==> config.mk <==
export PLATFORM = sky130hd
export DESIGN_NAME = idiv_flat
export DESIGN_NICKNAME = d
export VERILOG_FILES = /design/src/rtl/idiv_pkg.sv /design/src/rtl/idiv_if.sv /design/src/rtl/idiv_step.sv /design/src/rtl/idiv.sv /design/src/flat_wrapper.sv
export SDC_FILE = /design/constraint.sdc
export NUM_CORES = 1
export LEC_CHECK = 0
export ABC_AREA = 1
export CAP_MARGIN = 20
export CORE_AREA = 2 2 157 159
export CTS_CLUSTER_SIZE = 40
export DETAILED_ROUTE_END_ITERATION = 6
export DIE_AREA = 0 0 159 161
export DONT_BUFFER_PORTS = 1
export GPL_TIMING_DRIVEN = 0
export PLACE_DENSITY = 0.66
export SLEW_MARGIN = 20
export SYNTH_ARGS = -nofsm -noshare
export SYNTH_HDL_FRONTEND = slang
export SYNTH_SLANG_ARGS = --single-unit
==> constraint.sdc <==
create_clock -name clk -period 2.5 [get_ports clk]
set_clock_uncertainty 0.05 [all_clocks]
set_input_delay 0.75 -clock clk [delete_from_list [all_inputs] [get_ports clk]]
set_output_delay 0.75 -clock clk [all_outputs]
set_load 0.01 [all_outputs]
==> src/rtl/idiv_pkg.sv <==
// Shared types and constants for the iterative restoring divider.
package idiv_pkg;

  localparam int unsigned DefaultWidth = 32;

  typedef enum logic [1:0] {
    StIdle,
    StBusy,
    StDone
  } state_e;

  // Step counter runs 0..width-1.
  function automatic int unsigned cnt_width(input int unsigned width);
    return (width < 2) ? 1 : $clog2(width);
  endfunction

endpackage

==> src/rtl/idiv_if.sv <==
// Divider request/response bundle: go with operands in, results and done strobe out.
interface idiv_if #(
  parameter int unsigned WIDTH = idiv_pkg::DefaultWidth
) ();
  logic             go;
  logic [WIDTH-1:0] in0;
  logic [WIDTH-1:0] in1;
  logic             ready;
  logic             done;
  logic [WIDTH-1:0] quot;
  logic [WIDTH-1:0] rem;
  logic             div_by_zero;

  modport master (
    output go, in0, in1,
    input  ready, done, quot, rem, div_by_zero
  );

  modport slave (
    input  go, in0, in1,
    output ready, done, quot, rem, div_by_zero
  );
endinterface

==> src/rtl/idiv_step.sv <==
// One combinational restoring-division step: shift in a dividend bit, trial-subtract divisor.
module idiv_step #(
  parameter int unsigned WIDTH = 32
) (
  input  logic [WIDTH-1:0] rem_in,
  input  logic             dvd_bit,
  input  logic [WIDTH-1:0] divisor,
  output logic [WIDTH-1:0] rem_out,
  output logic             quot_bit
);

  logic [WIDTH:0]   shifted;
  logic [WIDTH-1:0] diff;

  always_comb begin
    shifted  = {rem_in, dvd_bit};
    quot_bit = (shifted >= {1'b0, divisor});
    // Only committed when no borrow, so the result always fits in WIDTH bits.
    diff     = shifted[WIDTH-1:0] - divisor;
    rem_out  = quot_bit ? diff : shifted[WIDTH-1:0];
  end

endmodule

==> src/rtl/idiv.sv <==
// Iterative restoring divider, WIDTH+1 cycle fixed latency, one op in flight.
// Define IDIV_SIGNED_EN for two's-complement operands (magnitude divide plus sign fix-up).
module idiv
  import idiv_pkg::*;
#(
  parameter int unsigned WIDTH = DefaultWidth
) (
  input logic   clk,
  input logic   reset,
  idiv_if.slave bus
);

  localparam int unsigned CntW = cnt_width(WIDTH);
  localparam logic [CntW-1:0] LastCnt = CntW'(WIDTH - 1);

  state_e            state_q, state_d;
  logic [CntW-1:0]   cnt_q, cnt_d;
  logic [WIDTH-1:0]  dvd_q, dvd_d;
  logic [WIDTH-1:0]  dvs_q, dvs_d;
  logic [WIDTH-1:0]  prem_q, prem_d;
  logic              zero_q, zero_d;
  logic [WIDTH-1:0]  quot_q, quot_d;
  logic [WIDTH-1:0]  rem_q, rem_d;
  logic              dbz_q, dbz_d;

  logic [WIDTH-1:0]  step_rem;
  logic              step_q;
  logic [WIDTH-1:0]  quot_mag;
  logic [WIDTH-1:0]  mag0;
  logic [WIDTH-1:0]  mag1;
  logic [WIDTH-1:0]  quot_fin;
  logic [WIDTH-1:0]  rem_fin;

  idiv_step #(
    .WIDTH (WIDTH)
  ) u_step (
    .rem_in   (prem_q),
    .dvd_bit  (dvd_q[WIDTH-1]),
    .divisor  (dvs_q),
    .rem_out  (step_rem),
    .quot_bit (step_q)
  );

  // Dividend register doubles as the quotient shift register.
  assign quot_mag = {dvd_q[WIDTH-2:0], step_q};

`ifdef IDIV_SIGNED_EN
  logic neg_quot_q, neg_quot_d;
  logic neg_rem_q, neg_rem_d;

  always_comb begin
    mag0     = bus.in0[WIDTH-1] ? (~bus.in0 + WIDTH'(1)) : bus.in0;
    mag1     = bus.in1[WIDTH-1] ? (~bus.in1 + WIDTH'(1)) : bus.in1;
    rem_fin  = neg_rem_q ? (~step_rem + WIDTH'(1)) : step_rem;
    quot_fin = zero_q    ? '1
             : neg_quot_q ? (~quot_mag + WIDTH'(1)) : quot_mag;
  end

  always_comb begin
    neg_quot_d = neg_quot_q;
    neg_rem_d  = neg_rem_q;
    if (state_q == StIdle && bus.go) begin
      neg_quot_d = bus.in0[WIDTH-1] ^ bus.in1[WIDTH-1];
      neg_rem_d  = bus.in0[WIDTH-1];
    end
  end

  always_ff @(posedge clk) begin
    if (reset) begin
      neg_quot_q <= 1'b0;
      neg_rem_q  <= 1'b0;
    end else begin
      neg_quot_q <= neg_quot_d;
      neg_rem_q  <= neg_rem_d;
    end
  end
`else
  always_comb begin
    mag0     = bus.in0;
    mag1     = bus.in1;
    rem_fin  = step_rem;
    quot_fin = zero_q ? '1 : quot_mag;
  end
`endif

  always_comb begin
    state_d = state_q;
    cnt_d   = cnt_q;
    dvd_d   = dvd_q;
    dvs_d   = dvs_q;
    prem_d  = prem_q;
    zero_d  = zero_q;
    quot_d  = quot_q;
    rem_d   = rem_q;
    dbz_d   = dbz_q;
    unique case (state_q)
      StIdle: begin
        if (bus.go) begin
          state_d = StBusy;
          cnt_d   = '0;
          dvd_d   = mag0;
          dvs_d   = mag1;
          prem_d  = '0;
          zero_d  = (bus.in1 == '0);
        end
      end
      StBusy: begin
        cnt_d  = cnt_q + CntW'(1);
        dvd_d  = quot_mag;
        prem_d = step_rem;
        if (cnt_q == LastCnt) begin
          state_d = StDone;
          quot_d  = quot_fin;
          rem_d   = rem_fin;
          dbz_d   = zero_q;
        end
      end
      StDone: state_d = StIdle;
      default: state_d = StIdle;
    endcase
  end

  always_ff @(posedge clk) begin
    if (reset) begin
      state_q <= StIdle;
      cnt_q   <= '0;
      dvd_q   <= '0;
      dvs_q   <= '0;
      prem_q  <= '0;
      zero_q  <= 1'b0;
      quot_q  <= '0;
      rem_q   <= '0;
      dbz_q   <= 1'b0;
    end else begin
      state_q <= state_d;
      cnt_q   <= cnt_d;
      dvd_q   <= dvd_d;
      dvs_q   <= dvs_d;
      prem_q  <= prem_d;
      zero_q  <= zero_d;
      quot_q  <= quot_d;
      rem_q   <= rem_d;
      dbz_q   <= dbz_d;
    end
  end

  assign bus.ready       = (state_q == StIdle);
  assign bus.done        = (state_q == StDone);
  assign bus.quot        = quot_q;
  assign bus.rem         = rem_q;
  assign bus.div_by_zero = dbz_q;

endmodule

==> src/flat_wrapper.sv <==
// flat-port wrapper written by rule: the top's interface ports become plain ports
module idiv_flat import idiv_pkg::*;
#(
  parameter int unsigned WIDTH = DefaultWidth
)
  (clk, reset, bus_go, bus_in0, bus_in1, bus_ready, bus_done, bus_quot, bus_rem, bus_div_by_zero);
  idiv_if #(.WIDTH(WIDTH)) bus_i ();
  input logic clk;
  input logic reset;
  input wire logic [$bits(bus_i.go)-1:0] bus_go;
  input wire logic [$bits(bus_i.in0)-1:0] bus_in0;
  input wire logic [$bits(bus_i.in1)-1:0] bus_in1;
  output wire logic [$bits(bus_i.ready)-1:0] bus_ready;
  output wire logic [$bits(bus_i.done)-1:0] bus_done;
  output wire logic [$bits(bus_i.quot)-1:0] bus_quot;
  output wire logic [$bits(bus_i.rem)-1:0] bus_rem;
  output wire logic [$bits(bus_i.div_by_zero)-1:0] bus_div_by_zero;
  assign bus_i.go = bus_go;
  assign bus_i.in0 = bus_in0;
  assign bus_i.in1 = bus_in1;
  assign bus_ready = bus_i.ready;
  assign bus_done = bus_i.done;
  assign bus_quot = bus_i.quot;
  assign bus_rem = bus_i.rem;
  assign bus_div_by_zero = bus_i.div_by_zero;
  idiv #(.WIDTH(WIDTH)) u_core (.clk(clk), .reset(reset), .bus(bus_i));
endmodule
* Word level (Yosys, flattened, before mapping) *
Cells that the tools add are included.
W data, S select, Z words.

word-level totals
  input port bits = 67
  register bits after elaboration = 169

cells by class
  muxes and demuxes = 11
  equality and inequality tests = 5
  magnitude comparators = 1
  reduce and logical (&&, ||, !) cells = 7
  add/subtract/negate cells = 2

operator list
  kind                   count
  $mux W32               4
  $pmux W32 S2           2
  $ge A33 B32 Y1         1
  $logic_not A32 Y1      1
  $sub A32 B32 Y32       1
  $pmux W5 S2            1
  $reduce_and A2 Y1      4
  $add A5 B1 Y5 const B  1
  $eq A5 B5 Y1 const B   1
  $mux W5                1
  $mux W2                2
  $pmux W2 S2            1
  $eq A2 B1 Y1 const B   1
  $eq A2 B2 Y1 const B   1
  $logic_not A2 Y1       1
  $ne A2 B1 Y1 const B   1
  $ne A2 B2 Y1 const B   1
  $reduce_bool A2 Y1     1

* Longest topological paths before layout *
  depth after elaboration = 3
  depth in mapped cells = 18
  depth with buffers taken out = 18

* Modules after synthesis *
From an unflattened synthesis, not the netlist that was laid out.

unflattened totals
  cells, all modules = 1,488
  area total of the unflattened synthesis = 9,511.6 um^2

by module, submodules not included
  module     times used  cells an instance  area an instance (um^2)
  idiv       1           841                6,351.1
  idiv_step  1           647                3,160.5

* Worst setup path before layout *
No wires, ideal clock.

  path type = register to register
  start point = register u_core.dvd_q[31]
  end point = register u_core.prem_q[16]
  stages on the path, launching flop included = 16
  slack = 0.347 ns
  setup time = 0.137 ns
  arrival = 1.966 ns
  required time = 2.313 ns
  cell sequence = dfxtp_1 -> inv_1 -> ha_1 -> inv_1 -> fa_1 -> nand3_1 -> nand3_1 -> nand2_1 -> nand3_1 -> nand2_1 -> nand2_1 -> or2_2 -> nand3_1 -> nand2_1 -> nand2_1 -> a21oi_1

on the way
  word-level cells in the longest chain between the ends = 3
  elaborated cells between the ends (all ways) = 4
  those cells by class = 1 x add/sub; 1 x order compare; 2 x mux

RTL lines
  item                                                RTL line                          RTL
  from (decl)                                         idiv.sv:18                        logic [WIDTH-1:0] dvd_q, dvd_d;
  from (signal assigned)                              idiv.sv:137                       dvd_q <= dvd_d;
  $sub A32 B32 Y32 or $ge A33 B32 Y1 (tied branches)  idiv_step.sv:19, idiv_step.sv:17
  $mux W32 (*)                                        idiv_step.sv:20                   rem_out = quot_bit ? diff : shifted[WIDTH-1:0];
  $pmux W32 S2 (*)                                    idiv.sv:96                        unique case (state_q)
  to (signal assigned)                                idiv.sv:139                       prem_q <= prem_d;
  to (decl)                                           idiv.sv:20                        logic [WIDTH-1:0] prem_q, prem_d;

Every way passes the cells marked *; elsewhere a longest branch is shown, timed or not.
A chain may end at the register's enable or synchronous reset.

* Final worst setup path *
Same ends and word-level chain as after synthesis.

==> flow_metrics.py <==
metrics = {
    "status": {
        "outcome": "finished, final reports clean",
    },
    "floorplanning": {
        "core_um2": 24000,
        "rows": 57,
        "pin_count": 134,
        "start_util_pct": 39.3,
        "die_area_um2": 25600,
        "die_y_um": 161,
        "fp.dieW_um": 159,
    },
    "global_route": {
        "grt.total_usage_pct": 23.1,
        "antenna_found_initial": 0,
        "grt_overflow_total": 0,
        "grt_pass1_wl_um": 46500,
        "grt_pass1_vias": 8560,
        "grt_max_degree": 22,
    },
    "sta": {
        "fin_crit_ns": 2.43,
        "drv_slew": 0,
        "rsz0062_at_grt": "yes",
        "setup_violations": 0,
        "max_freq_mhz": 411,
        "hold_violations": 0,
        "timing.hold.ws_ns": 0.400,
        "maxSlewHeadroom_pct": 43.8,
        "worstMarginPinSlew_ns": 0.844,
        "min_period_over_period_pct": 97.2,
    },
    "setup_path": {
        "reg2reg_from": "u_core.dvd_q[31]",
        "rr_endpoint": "u_core.prem_q[16]",
        "path_class": "reg -> reg",
        "cp_max_fo": 4,
        "worstPathArrival_ns": 2.69,
        "critical_path_required_ns": 2.76,
        "critPathLaunchType": "register",
        "end_kind": "register",
        "r2r_cells": 15,
        "r2r_slack_ns": 0.07,
    },
    "synth": {
        "ys_dominant_reg_cell": "dfxtp_1",
        "async_flop_share_pct": 0,
        "seq_area_frac_synth_pct": 35.9,
        "ys_warn_count": 0,
        "ys_top_cells_by_count": "356 x nand2_1, 209 x inv_1, 169 x dfxtp_1",
        "syn_avg_cell_area_um2": 6.78,
        "synth.most_common_cell": "nand2_1",
        "synth_top_area_share_pct": 35.9,
        "yosysUniqueCellTypes": 44,
        "netlist_area_um2": 9410,
        "synth_largest_area_cell": "dfxtp_1",
        "synthTopCellsByArea": "dfxtp_1 36%, nand2_1 14%, inv_1 8.3%",
        "syn-num-nets": 1490,
        "synth-seq-cells": 169,
        "syn_inst": 1388,
        "synth_edf_count": 0,
    },
    "layout": {
        "fillerInstances": 2525,
        "stdcell_area_um2": 10700,
        "drive_above_1_share_pct": 10.7,
        "area_delta_synth_final_pct": 14.1,
        "sequential_cell_area_um2": 3390,
        "multi_input_area_um2": 5160,
        "fin_util_pct": 44.8,
        "nNetsFinal": 1511,
        "antenna_cells": 0,
    },
    "worst_hold_path": {
        "holdPathStages": 1,
        "hp-class": "in -> reg",
        "hold_end": "u_core.state_q[1]",
        "worstHoldStart": "reset",
    },
    "place": {
        "placedInstanceArea_um2": 9820,
        "dpl.hpwl_um": 23400,
        "gp_congestion": 0.954,
        "port_buffers": 0,
    },
    "routing": {
        "drt_iter0_drc": 841,
        "ant_nets": 0,
        "first_pass_iters": 5,
        "drc_errors": 0,
        "num_vias": 9077,
        "routed_via_density": 5.20,
        "routed_wl_um": 29900,
        "avgRoutedWirePerCell_um": 17.1,
    },
    "cts": {
        "cts_hold_buf": 0,
        "htreeDepth": 4,
        "clock-sinks": 169,
        "cts_made_buffers": 17,
        "cts_tree": "yes",
        "path_clk_slew_ns": 0.08,
        "cts_root_buffer": "clkbuf_16",
        "cts_max_path_buffers": 2,
        "clock_latency_ns": 0.44,
    },
    "pwr": {
        "p_leak_nw": 4.78,
        "ir_drop_v": 0.000573,
        "powerDensity_nw_per_um2": 829,
    },
    "job": {
        "cap_violations": 0,
    },
}
-- state kept, by name (all words and copies together), names as in the netlist --
signal and cells:
u_core.bus.div_by_zero 1, u_core.bus.quot 32, u_core.dvd_q 32, u_core.cnt_q 5
u_core.bus.rem 32, u_core.state_q 2, u_core.dvs_q 32, u_core.zero_q 1
u_core.prem_q 32
-- cells by family after synthesis --
| family | synth area share [%] |
|---|---|
| DFF | 35.9 |
| buffers and inverters | 11.8 |
| adders and majority gates | 4.73 |
| xor gates and xnor gates | 1.30 |
| and+or+nand+nor | 27.7 |
| AOI/OAI and AO/OA | 18.5 |
-- metrics by stage --
| step | TNS [ns] | total power [mW] | cells | setup WS (ns) |
|---|---|---|---|---|
| after global placement | -3.45 | 5.93 | 1712 | -0.152 |
| after detailed placement | -4.72 | 5.95 | 1712 | -0.160 |
| after floorplan | 0 | 5.21 | 1388 | 0.347 |
| final | 0 | 8.90 | 1746 | 0.0695 |
| after global routing | -0.0264 | 9.41 | 1746 | -0.0149 |
| after CTS | 0 | 8.72 | 1744 | 0.0349 |
-- how the worst max path moves through the flow --
stage                            startpoint            endpoint  slack [ns]  depth (start not counted)
after global routing       u_core.dvd_q[31]   u_core.prem_q[16]       -0.01                         15
after CTS                 u_core.prem_q[14]  u_core.bus.rem[30]        0.03                         15
after detailed placement    u_core.cnt_q[0]  u_core.bus.rem[27]       -0.16                         11
after global placement     u_core.dvd_q[31]   u_core.prem_q[16]       -0.15                         15
after floorplan            u_core.dvd_q[31]   u_core.prem_q[16]        0.35                         15
final                      u_core.dvd_q[31]   u_core.prem_q[16]        0.07                         15
-- per-layer routing --
layer | wire, um | track usage, % | up-vias
met5 | 0 | 0 | -
met4 | 639 | 6.61 | 0
met3 | 2500 | 6.21 | 39
met2 | 13700 | 38.1 | 312
met1 | 13000 | 29.7 | 4184
li1 | - | - | 4542
-- power breakdown --
part	switching (mW)	internal, mW	leakage, nW
clock network	1.39	1.39	0.304
logic	2.13	1.04	3.10
registers	0.109	2.85	1.38
total	3.63	5.27	4.78
-- cells in the final DEF (no fill, tap or decap), drive strengths merged, types with 2 or more instances in the layout --
master and n:
clkbuf 73, nand3 92, o21a 6, nor4 8, clkinv 9, nor2 86, buf 13, nand2 371
nand3b 15, nor3 8, and2 2, o21bai 4, o21ai 84, nand4 8, xnor2 5, dfxtp 169
inv 223, ha 34, a21oi 117, a211oi 62, xor2 9, a31oi 16
-- repair_timing --
action / CTS / global route
setup endpoints to repair: 54 / 71
setup buffers: 0 / 2
gates cloned: 0 / 0
pin swaps: 0 / 3
resized for setup: 7 / 56
-- area by class of cell --
class,count,share of cell area (%)
Clock buffer,17,3.96
Inverter,217,7.58
Timing Repair Buffer,2,0.140
Multi-Input combinational cell,935,48.0
Sequential cell,169,31.5
Clock inverter,15,1.99
Buffer,67,2.97
Tap cell,324,3.77
-- critical path, cell delays in order, from the launching register on --
cell and delay, ns:
dfxtp_1 0.31, inv_2 0.07, ha_1 0.16, inv_2 0.07, fa_2 0.39, nand3_1 0.11
nand3_2 0.14, nand2_1 0.11, nand3_2 0.14, nand2_1 0.09, nand2_1 0.06, or2_2 0.27
nand3_1 0.15, nand2_1 0.07, nand2_1 0.06, a21oi_1 0.05
Note: power is estimated with default switching activity, not from simulation.
